--- src/rtl/instr_fetch_unit.sv ---
`default_nettype none
// ============================================================================
// Module   : instr_fetch_unit
// Brief    : Fetches bytes from program memory, assembles 3-byte instructions
//            (opcode, arg1, arg2) and queues them for the core.
// Revision : 1.0 - initial release
// ============================================================================
module instr_fetch_unit #(
    parameter int                ADDR_W     = 8,
    parameter int                DEPTH      = 4,
    parameter logic [ADDR_W-1:0] RESET_ADDR = '0
) (
    input  logic              i_clk,
    input  logic              i_rst_n,
    input  logic              i_instr_read,
    output logic              o_instr_ready,
    output logic [7:0]        o_opcode,
    output logic [7:0]        o_arg1,
    output logic [7:0]        o_arg2,
    output logic [ADDR_W-1:0] o_instr_addr,
    output logic              o_mem_req,
    output logic [ADDR_W-1:0] o_mem_addr,
    input  logic              i_mem_ready,
    input  logic [7:0]        i_mem_data,
    input  logic              i_redirect,
    input  logic [ADDR_W-1:0] i_redirect_addr
);

    localparam int                 C_PTR_W = $clog2(DEPTH);
    localparam int                 C_CNT_W = C_PTR_W + 1;
    localparam logic [C_CNT_W-1:0] C_DEPTH = C_CNT_W'(DEPTH);

    typedef enum logic [2:0] {
        S_IDLE   = 3'd0,
        S_REQ_OP = 3'd1,
        S_REQ_A1 = 3'd2,
        S_REQ_A2 = 3'd3,
        S_FLUSH  = 3'd4
    } state_t;

    state_t              state_q, state_d;
    logic [ADDR_W-1:0]   pc_q, pc_d;
    logic [ADDR_W-1:0]   mem_addr_q, mem_addr_d;
    logic                mem_req_q, mem_req_d;
    logic [ADDR_W-1:0]   entry_addr_q, entry_addr_d;
    logic [7:0]          op_q, op_d;
    logic [7:0]          a1_q, a1_d;
    logic [C_PTR_W-1:0]  rd_ptr_q, rd_ptr_d;
    logic [C_PTR_W-1:0]  wr_ptr_q, wr_ptr_d;
    logic [C_CNT_W-1:0]  count_q, count_d;

    logic [7:0]          fifo_op_q   [DEPTH];
    logic [7:0]          fifo_op_d   [DEPTH];
    logic [7:0]          fifo_a1_q   [DEPTH];
    logic [7:0]          fifo_a1_d   [DEPTH];
    logic [7:0]          fifo_a2_q   [DEPTH];
    logic [7:0]          fifo_a2_d   [DEPTH];
    logic [ADDR_W-1:0]   fifo_addr_q [DEPTH];
    logic [ADDR_W-1:0]   fifo_addr_d [DEPTH];

    logic                w_pop;
    logic                w_beat;
    logic                w_push;
    logic [C_CNT_W-1:0]  w_cnt_after_pop;
    logic [C_CNT_W-1:0]  w_cnt_after_push;

    assign w_pop            = (count_q != '0) && i_instr_read;
    assign w_beat           = mem_req_q && i_mem_ready;
    assign w_push           = (state_q == S_REQ_A2) && w_beat;
    assign w_cnt_after_pop  = count_q - C_CNT_W'(w_pop);
    assign w_cnt_after_push = w_cnt_after_pop + 1'b1;

    assign o_instr_ready = (count_q != '0);
    assign o_opcode      = fifo_op_q[rd_ptr_q];
    assign o_arg1        = fifo_a1_q[rd_ptr_q];
    assign o_arg2        = fifo_a2_q[rd_ptr_q];
    assign o_instr_addr  = fifo_addr_q[rd_ptr_q];
    assign o_mem_req     = mem_req_q;
    assign o_mem_addr    = mem_addr_q;

    always_comb begin
        state_d      = state_q;
        pc_d         = pc_q;
        entry_addr_d = entry_addr_q;
        op_d         = op_q;
        a1_d         = a1_q;
        rd_ptr_d     = rd_ptr_q;
        wr_ptr_d     = wr_ptr_q;
        fifo_op_d    = fifo_op_q;
        fifo_a1_d    = fifo_a1_q;
        fifo_a2_d    = fifo_a2_q;
        fifo_addr_d  = fifo_addr_q;

        case (state_q)
            S_IDLE: begin
                if (w_cnt_after_pop < C_DEPTH) begin
                    state_d = S_REQ_OP;
                end
            end
            S_REQ_OP: begin
                if (w_beat) begin
                    op_d         = i_mem_data;
                    entry_addr_d = pc_q;
                    pc_d         = pc_q + 1'b1;
                    state_d      = S_REQ_A1;
                end
            end
            S_REQ_A1: begin
                if (w_beat) begin
                    a1_d    = i_mem_data;
                    pc_d    = pc_q + 1'b1;
                    state_d = S_REQ_A2;
                end
            end
            S_REQ_A2: begin
                if (w_beat) begin
                    pc_d    = pc_q + 1'b1;
                    state_d = (w_cnt_after_push < C_DEPTH) ? S_REQ_OP : S_IDLE;
                end
            end
            S_FLUSH: begin
                state_d = S_REQ_OP;
            end
            default: begin
                state_d = S_IDLE;
            end
        endcase

        if (w_pop) begin
            rd_ptr_d = rd_ptr_q + 1'b1;
        end
        if (w_push) begin
            fifo_op_d[wr_ptr_q]   = op_q;
            fifo_a1_d[wr_ptr_q]   = a1_q;
            fifo_a2_d[wr_ptr_q]   = i_mem_data;
            fifo_addr_d[wr_ptr_q] = entry_addr_q;
            wr_ptr_d              = wr_ptr_q + 1'b1;
        end
        count_d = count_q - C_CNT_W'(w_pop) + C_CNT_W'(w_push);

        // Redirect overrides any pop, push or beat seen in the same cycle
        if (i_redirect) begin
            count_d  = '0;
            rd_ptr_d = '0;
            wr_ptr_d = '0;
            pc_d     = i_redirect_addr;
            state_d  = S_FLUSH;
        end

        mem_req_d  = (state_d == S_REQ_OP) || (state_d == S_REQ_A1) ||
                     (state_d == S_REQ_A2);
        mem_addr_d = pc_d;
    end

    always_ff @(posedge i_clk or negedge i_rst_n) begin
        if (!i_rst_n) begin
            state_q      <= S_IDLE;
            pc_q         <= RESET_ADDR;
            mem_addr_q   <= '0;
            mem_req_q    <= 1'b0;
            entry_addr_q <= '0;
            op_q         <= '0;
            a1_q         <= '0;
            rd_ptr_q     <= '0;
            wr_ptr_q     <= '0;
            count_q      <= '0;
            for (int i = 0; i < DEPTH; i++) begin
                fifo_op_q[i]   <= '0;
                fifo_a1_q[i]   <= '0;
                fifo_a2_q[i]   <= '0;
                fifo_addr_q[i] <= '0;
            end
        end else begin
            state_q      <= state_d;
            pc_q         <= pc_d;
            mem_addr_q   <= mem_addr_d;
            mem_req_q    <= mem_req_d;
            entry_addr_q <= entry_addr_d;
            op_q         <= op_d;
            a1_q         <= a1_d;
            rd_ptr_q     <= rd_ptr_d;
            wr_ptr_q     <= wr_ptr_d;
            count_q      <= count_d;
            fifo_op_q    <= fifo_op_d;
            fifo_a1_q    <= fifo_a1_d;
            fifo_a2_q    <= fifo_a2_d;
            fifo_addr_q  <= fifo_addr_d;
        end
    end

endmodule
`default_nettype wire

--- config.mk ---
export PLATFORM = sky130hd
export DESIGN_NAME = instr_fetch_unit
export DESIGN_NICKNAME = d
export VERILOG_FILES = /design/src/rtl/instr_fetch_unit.sv
export SDC_FILE = /design/constraint.sdc
export NUM_CORES = 1
export LEC_CHECK = 0
export CELL_PAD_IN_SITES_DETAIL_PLACEMENT = 0
export CELL_PAD_IN_SITES_GLOBAL_PLACEMENT = 1
export CORE_ASPECT_RATIO = 0.8
export CORE_MARGIN = 5
export CORE_UTILIZATION = 50
export DETAILED_ROUTE_END_ITERATION = 10
export PLACE_DENSITY = 0.92
export SLEW_MARGIN = 20
export SYNTH_ARGS = -nofsm -noshare
export SYNTH_HDL_FRONTEND = slang
export SYNTH_SLANG_ARGS = --single-unit
--- constraint.sdc ---
create_clock -name i_clk -period 2.1 [get_ports i_clk]
set_input_delay 0.42 -clock i_clk [delete_from_list [all_inputs] [get_ports i_clk]]
set_output_delay 0.42 -clock i_clk [all_outputs]
set_load 0.02 [all_outputs]
## Word-level counts from Yosys, hierarchy flattened

Index checks and enable logic that the tools add are counted.

| storage, ports and cells | value |
|---|---|
| logic and storage cells | 94 |
| bits in registers | 171 |

| operators by class | value |
|---|---|
| equal/unequal tests | 7 |
| reduce and logical (&&, ||, !) cells | 16 |
| $lt $le $gt $ge | 5 |
| multiplexer cells | 33 |
| bitwise operators | 2 |
| add/sub/neg operators | 6 |

Operators with widths:

| operator | count |
|---|---|
| 32-bit bitwise mux | 4 |
| 8-bit 2-to-1 mux | 12 |
| 8-bit binary-select mux with 2-bit select | 4 |
| 3-bit 2-to-1 mux | 6 |
| 8-bit demux with 2-bit select | 1 |
| 3-bit case mux with 5 select lines | 1 |
| 3-bit by 2-bit == test with 1-bit output, second input constant | 4 |
| 8-bit by 1-bit adder with 8-bit output, second input constant | 1 |
| 2-bit 2-to-1 mux | 4 |
| 2-bit nonzero test | 4 |
| 3-bit by 1-bit == test with 1-bit output, second input constant | 2 |
| 3-bit >= comparator, second input constant | 2 |
| 3-bit less-than comparator, second input constant | 2 |
| 2-bit NOT with 3-bit output | 2 |
| 2-bit AND reduction | 3 |
| 2-bit by 1-bit adder with 2-bit output, second input constant | 2 |
| 1-bit logical AND | 4 |
| 3-bit by 1-bit adder with 3-bit output | 1 |
| 3-bit by 1-bit adder with 3-bit output, second input constant | 1 |
| 3-bit == test, second input constant | 1 |
| 3-bit logical NOT | 1 |
| 3-bit by 1-bit less-than comparator with 1-bit output, second input constant | 1 |
| 3-bit nonzero test | 1 |
| 3-bit OR reduction | 1 |
| other kinds (3) | 4 |

## Logic depth before layout (Yosys ltp)

| depth | value |
|---|---|
| depth in word-level cells | 12 |
| depth in mapped cells | 7 |

## Least setup slack after synthesis

Ideal clock, no wire load.

| path | value |
|---|---|
| kind | register to register |
| from | register count_q[0] |
| to | register mem_req_q (netlist: o_mem_req) |
| slack | 0.184 ns |
| period minus slack after synthesis | 1.916 ns |
| arrival time | 1.787 ns |
| cell stages (with the launch flop) | 8 |
| buffers on the path | 0 |
| library setup time | 0.130 ns |
| cells stage by stage | dfrtp_1 > o31a_1 > ha_1 > ha_1 > xor2_1 > xnor2_1 > a211oi_1 > o21bai_1 |

| between the ends | value |
|---|---|
| word-level cells in the longest chain between the ends | 12 |

Ends and longest elaborated chain:

| element | line | RTL |
|---|---|---|
| from (decl) | 50 | `logic [C_CNT_W-1:0] count_q, count_d;` |
| from (signal assigned) | 183 | `count_q <= count_d;` |
| 3-bit nonzero test | 67 | `assign w_pop = (count_q != '0) && i_instr_read;` |
| 1-bit logical AND | 67 |  |
| 3-bit by 1-bit subtractor with 3-bit output * | 70 | `assign w_cnt_after_pop = count_q - C_CNT_W'(w_pop);` |
| 3-bit by 1-bit adder with 3-bit output | 71 | `assign w_cnt_after_push = w_cnt_after_pop + 1'b1;` |
| 3-bit less-than comparator | 118 | `state_d = (w_cnt_after_push < C_DEPTH) ? S_REQ_OP : S_IDLE;` |
| 1-bit 2-to-1 mux | 118 |  |
| 3-bit 2-to-1 mux | 116 | `if (w_beat) begin` |
| 3-bit case mux with 5 select lines * | 94 | `case (state_q)` |
| 3-bit 2-to-1 mux * | 142 | `if (i_redirect) begin` |
| 3-bit by 1-bit == test with 1-bit output / 3-bit by 2-bit == test with 1-bit output (equally long branches) | 150 | `mem_req_d = (state_d == S_REQ_OP) \|\| (state_d == S_REQ_A1) \|\|` |
| 1-bit logical OR | 150 |  |
| 1-bit logical OR * | 150 |  |
| named net mem_req_d | 44 | `logic mem_req_q, mem_req_d;` |
| to (signal assigned) | 177 | `mem_req_q <= mem_req_d;` |
| to (decl) | 44 |  |

The timed path passes the listed nets; every way through them passes the cells marked *.
A chain may end at the register's enable or synchronous reset.

## Worst setup path after layout

| path | value |
|---|---|
| from | register rd_ptr_q[0] |
| to | output o_opcode[4] |

| between the ends | value |
|---|---|
| word-level cells in the longest chain between the ends | 4 |

Ends and longest elaborated chain:

| element | line | RTL |
|---|---|---|
| from (decl) | 48 | `logic [C_PTR_W-1:0] rd_ptr_q, rd_ptr_d;` |
| from (signal assigned) | 181 | `rd_ptr_q <= rd_ptr_d;` |
| 2-bit NOT with 3-bit output (implied by the code) | 74 | `assign o_opcode = fifo_op_q[rd_ptr_q];` |
| 8-bit binary-select mux with 2-bit select | 74 |  |
| 8-bit 2-to-1 mux (implied by the code) (2 in series) | 74 |  |
| to (decl) | 17 | `output logic [7:0] o_opcode,` |

No other way between the ends. The select of a mux whose other input is x is not followed.

==> flow_summary_export.csv <==
group,metric,value,unit
synth,synth_edf_count,0,
route,vias_per_cell,5.42,
final_layout,instances_no_fill,796,
synth,yosysSeqAreaShare,53.1,%
clock_network,cts-root-buf,"clkbuf_16",
clock_network,numCtsBuffers,17,
sta,max_freq,446,MHz
placement,place_area,9090,um2
worst_setup_path,crit_required,1.68,ns
floorplanning,fp-row-count,41,
sta,post-route-min-period,2.24,ns
sta,tightest_slew,0.676,ns
synth,syn_area,8060,um2
worst_setup_path,crit_fanout,3,
min_path,hold_path.class,"flop to flop",
run_status,outcome,"finished, violations left",
clock_network,htreeDepth,4,
worst_setup_path,end_kind,"output pin",
global_route,gr-total-overflow,0,
clock_network,clockBufferDepth,2,
power_and_ir_drop,comb_power_share,14.6,%
placement,gp_congestion,0.788,
power_and_ir_drop,power.internal,5.83,mW
floorplanning,core_region_area,15800,um2
worst_setup_path,path_class,"flop to output pin",
final_layout,design_area,9800,um2
clock_network,clk_latency,0.42,ns
sta,slew_headroom,54.6,%
global_route,grt_pass1_wl,27300,um
floorplanning,die_h,124,um
power_and_ir_drop,clockPowerShare,37.6,%
power_and_ir_drop,swShare,27.2,%
route,drt_wl_total,16600,um
final_layout,area_growth_syn_to_layout,21.7,%
run_status,failed_checks,"setup timing",
power_and_ir_drop,seqPwrFrac,47.7,%
synth,synthTopCellsByArea,"dfrtp_1 (53%), mux2_4 (17%), mux4_2 (8.9%), mux2_2 (8.4%), buf_12 (2.2%)",
global_route,grt_pass1_vias,4909,
placement,port-buffer-count,62,
floorplanning,initial_core_util,51.0,%
synth,ys_seq_elements,171,
route,drc_errors,0,
clock_network,clkTransAtPathRegs,0.07,ns
route,detail-route-antenna-nets,0,
sta,tns,-3.39,ns
clock_network,cts_sinks,171,
synth,synth_cells,477,
placement,pre_cts_slack,-0.173,ns
placement,place_hpwl,10500,um
sta,hold_viol,0,
clock_network,cts_tree,"built",
final_layout,num-nets-final,598,
sta,worst_slack,-0.144,ns
sta,finalClockSkew,0.0144,ns
route,drt_iter0_drc,244,
synth,synthDistinctLibCells,40,
sta,fin_crit_sh,107,%
synth,ys.flop_type,"dfrtp_1",
synth,async_reset_ff_share,100,%
final_layout,n_antenna_cell,0,
sta,grt_setup_unrepaired,"yes",
synth,synth.avg_cell_area,16.9,um2
power_and_ir_drop,p_leak,4.83,nW
global_route,grt_usage,18.6,%
power_and_ir_drop,vdd_drop_max,439,uV
synth,synth_nets,507,
synth,synth_top_area_share,53.1,%
power_and_ir_drop,p_sw,2.17,mW
job,drv_cap,0,
power_and_ir_drop,powerDensity,816,nW/um2
route,wl_per_cell,20.9,um
floorplanning,die_area,18800,um2
final_layout,drive_gt1_share,50.9,%
sta,holdWs,0.502,ns
synth,yosysTopAreaCell,"dfrtp_1",
global_route,grt_max_degree,52,
route,num_vias,4315,
sta,slew_viol_final,0,
synth,synth_most_common_cell,"dfrtp_1",
global_route,antenna_found_initial,0,
sta,setup_viol,32,
power_and_ir_drop,total_power,8.00,mW
synth,yosys-top-cells-count,"dfrtp_1 (171), mux2_4 (90), mux2_2 (60), mux4_2 (32), xnor2_1 (11)",
placement,dp.cells,758,
route,drtPass1Iterations,4,
worst_setup_path,startpoint_type,"flop",
synth,ys.warnings.count,0,
floorplanning,io_pins,63,
floorplanning,die_x,152,um
final_layout,final_util,62.1,%
worst_setup_path,worst_ep_arrival_time,1.82,ns
layer usage:
metal / part of all wire, % / routed length (um) / track usage (%)
met2: 49 / 8090 / 30.3
met4: 0.93 / 155 / 5.17
met5: 0 / 0 / 0
met3: 3.9 / 652 / 3.95
met1: 46 / 7710 / 25.7
power groups by stage:
stage                     registers, mW  clock network [mW]  logic, mW
final                              3.82                3.01       1.17
after global routing               3.86                3.21       1.28
after CTS                          3.81                3.06       1.15
after detailed placement           3.88                   0       1.06
after global placement             3.85                   0       1.03
after floorplan                    3.78                   0      0.651
critical path, cell delays in order (launching register included):
cell	delay (ns)
dfrtp_2	0.43
buf_4	0.15
buf_6	0.11
mux4_2	0.54
buf_4	0.18
what timing repair did:
action,CTS,global route
endpoints found under the setup margin,33,34
cloned,1,1
hold buffers,1,0
endpoints found under the hold margin,46,0
gates resized for setup,167,31
pin swaps,0,0
setup buffers,3,0
flip-flops by register name (all words and copies together) (netlist names), 2 cells and up:
signal	flops
a1_q	8
count_q	3
entry_addr_q	8
fifo_a1_q	32
fifo_a2_q	32
fifo_addr_q	32
fifo_op_q	32
o_mem_addr	8
op_q	8
rd_ptr_q	2
state_q	3
wr_ptr_q	2
cell families (layout without fill, tap and decap cells):
family                   after synthesis  count (layout)  share of synthesized area, %
AO/OA/AOI/OAI                         16              16                          1.20
XOR/XNOR                              14              14                          1.52
adder cells (fa/ha/maj)                9               9                          1.40
flip-flops                           171             171                          53.1
AND/OR/NAND/NOR                       46              46                          4.27
multiplexers                         186             186                          34.6
buffers and inverters                 35             139                          3.87
area by class of cell:
type                       instances  area (um2)
clock buffer                      19         443
multi-input combinational        271        3480
timing repair buffer              99        1190
fill                            1176        6000
tap                              215         269
clock inverter                    13         120
inverter                           8        30.0
sequential                       171        4280
layout by cell type, fill, tap and decap left out, types with 2 or more instances in the layout:
cell,Yosys,final
clkinv_2,0,4
buf_12,9,16
clkinvlp_4,0,2
nand2_1,10,10
nand2_8,3,3
clkinv_4,0,4
nor2b_1,2,2
clkdlybuf4s50_1,0,28
mux2_4,90,90
mux2i_1,2,2
clkbuf_16,0,18
inv_1,8,8
xnor2_1,11,11
o21ai_0,6,6
nor3_1,4,4
nor2_1,8,8
xor2_1,3,3
mux4_2,32,32
buf_4,5,16
ha_1,9,9
nand4_1,2,2
dfrtp_1,171,170
nand2b_1,2,2
mux2_1,2,2
o21ai_1,4,4
mux2_2,60,60
nor4_2,2,2
nand3_1,4,4
buf_6,1,35
final timing paths:
kind | from | to | slack [ns] | cells past startpoint
min in group asynchronous | i_rst_n | fifo_a2_q[19] | 0.53 | 2
worst max register to register | count_q[0] | o_mem_req | 0.15 | 7
worst min register to register | fifo_op_q[14] | fifo_op_q[14] | 0.50 | 1
max in group asynchronous | i_rst_n | fifo_op_q[19] | 0.86 | 3
worst max-delay path | rd_ptr_q[0] | o_opcode[4] | -0.14 | 4
worst min-delay path | fifo_op_q[14] | fifo_op_q[14] | 0.50 | 1
(Power assumes the default switching activity.)
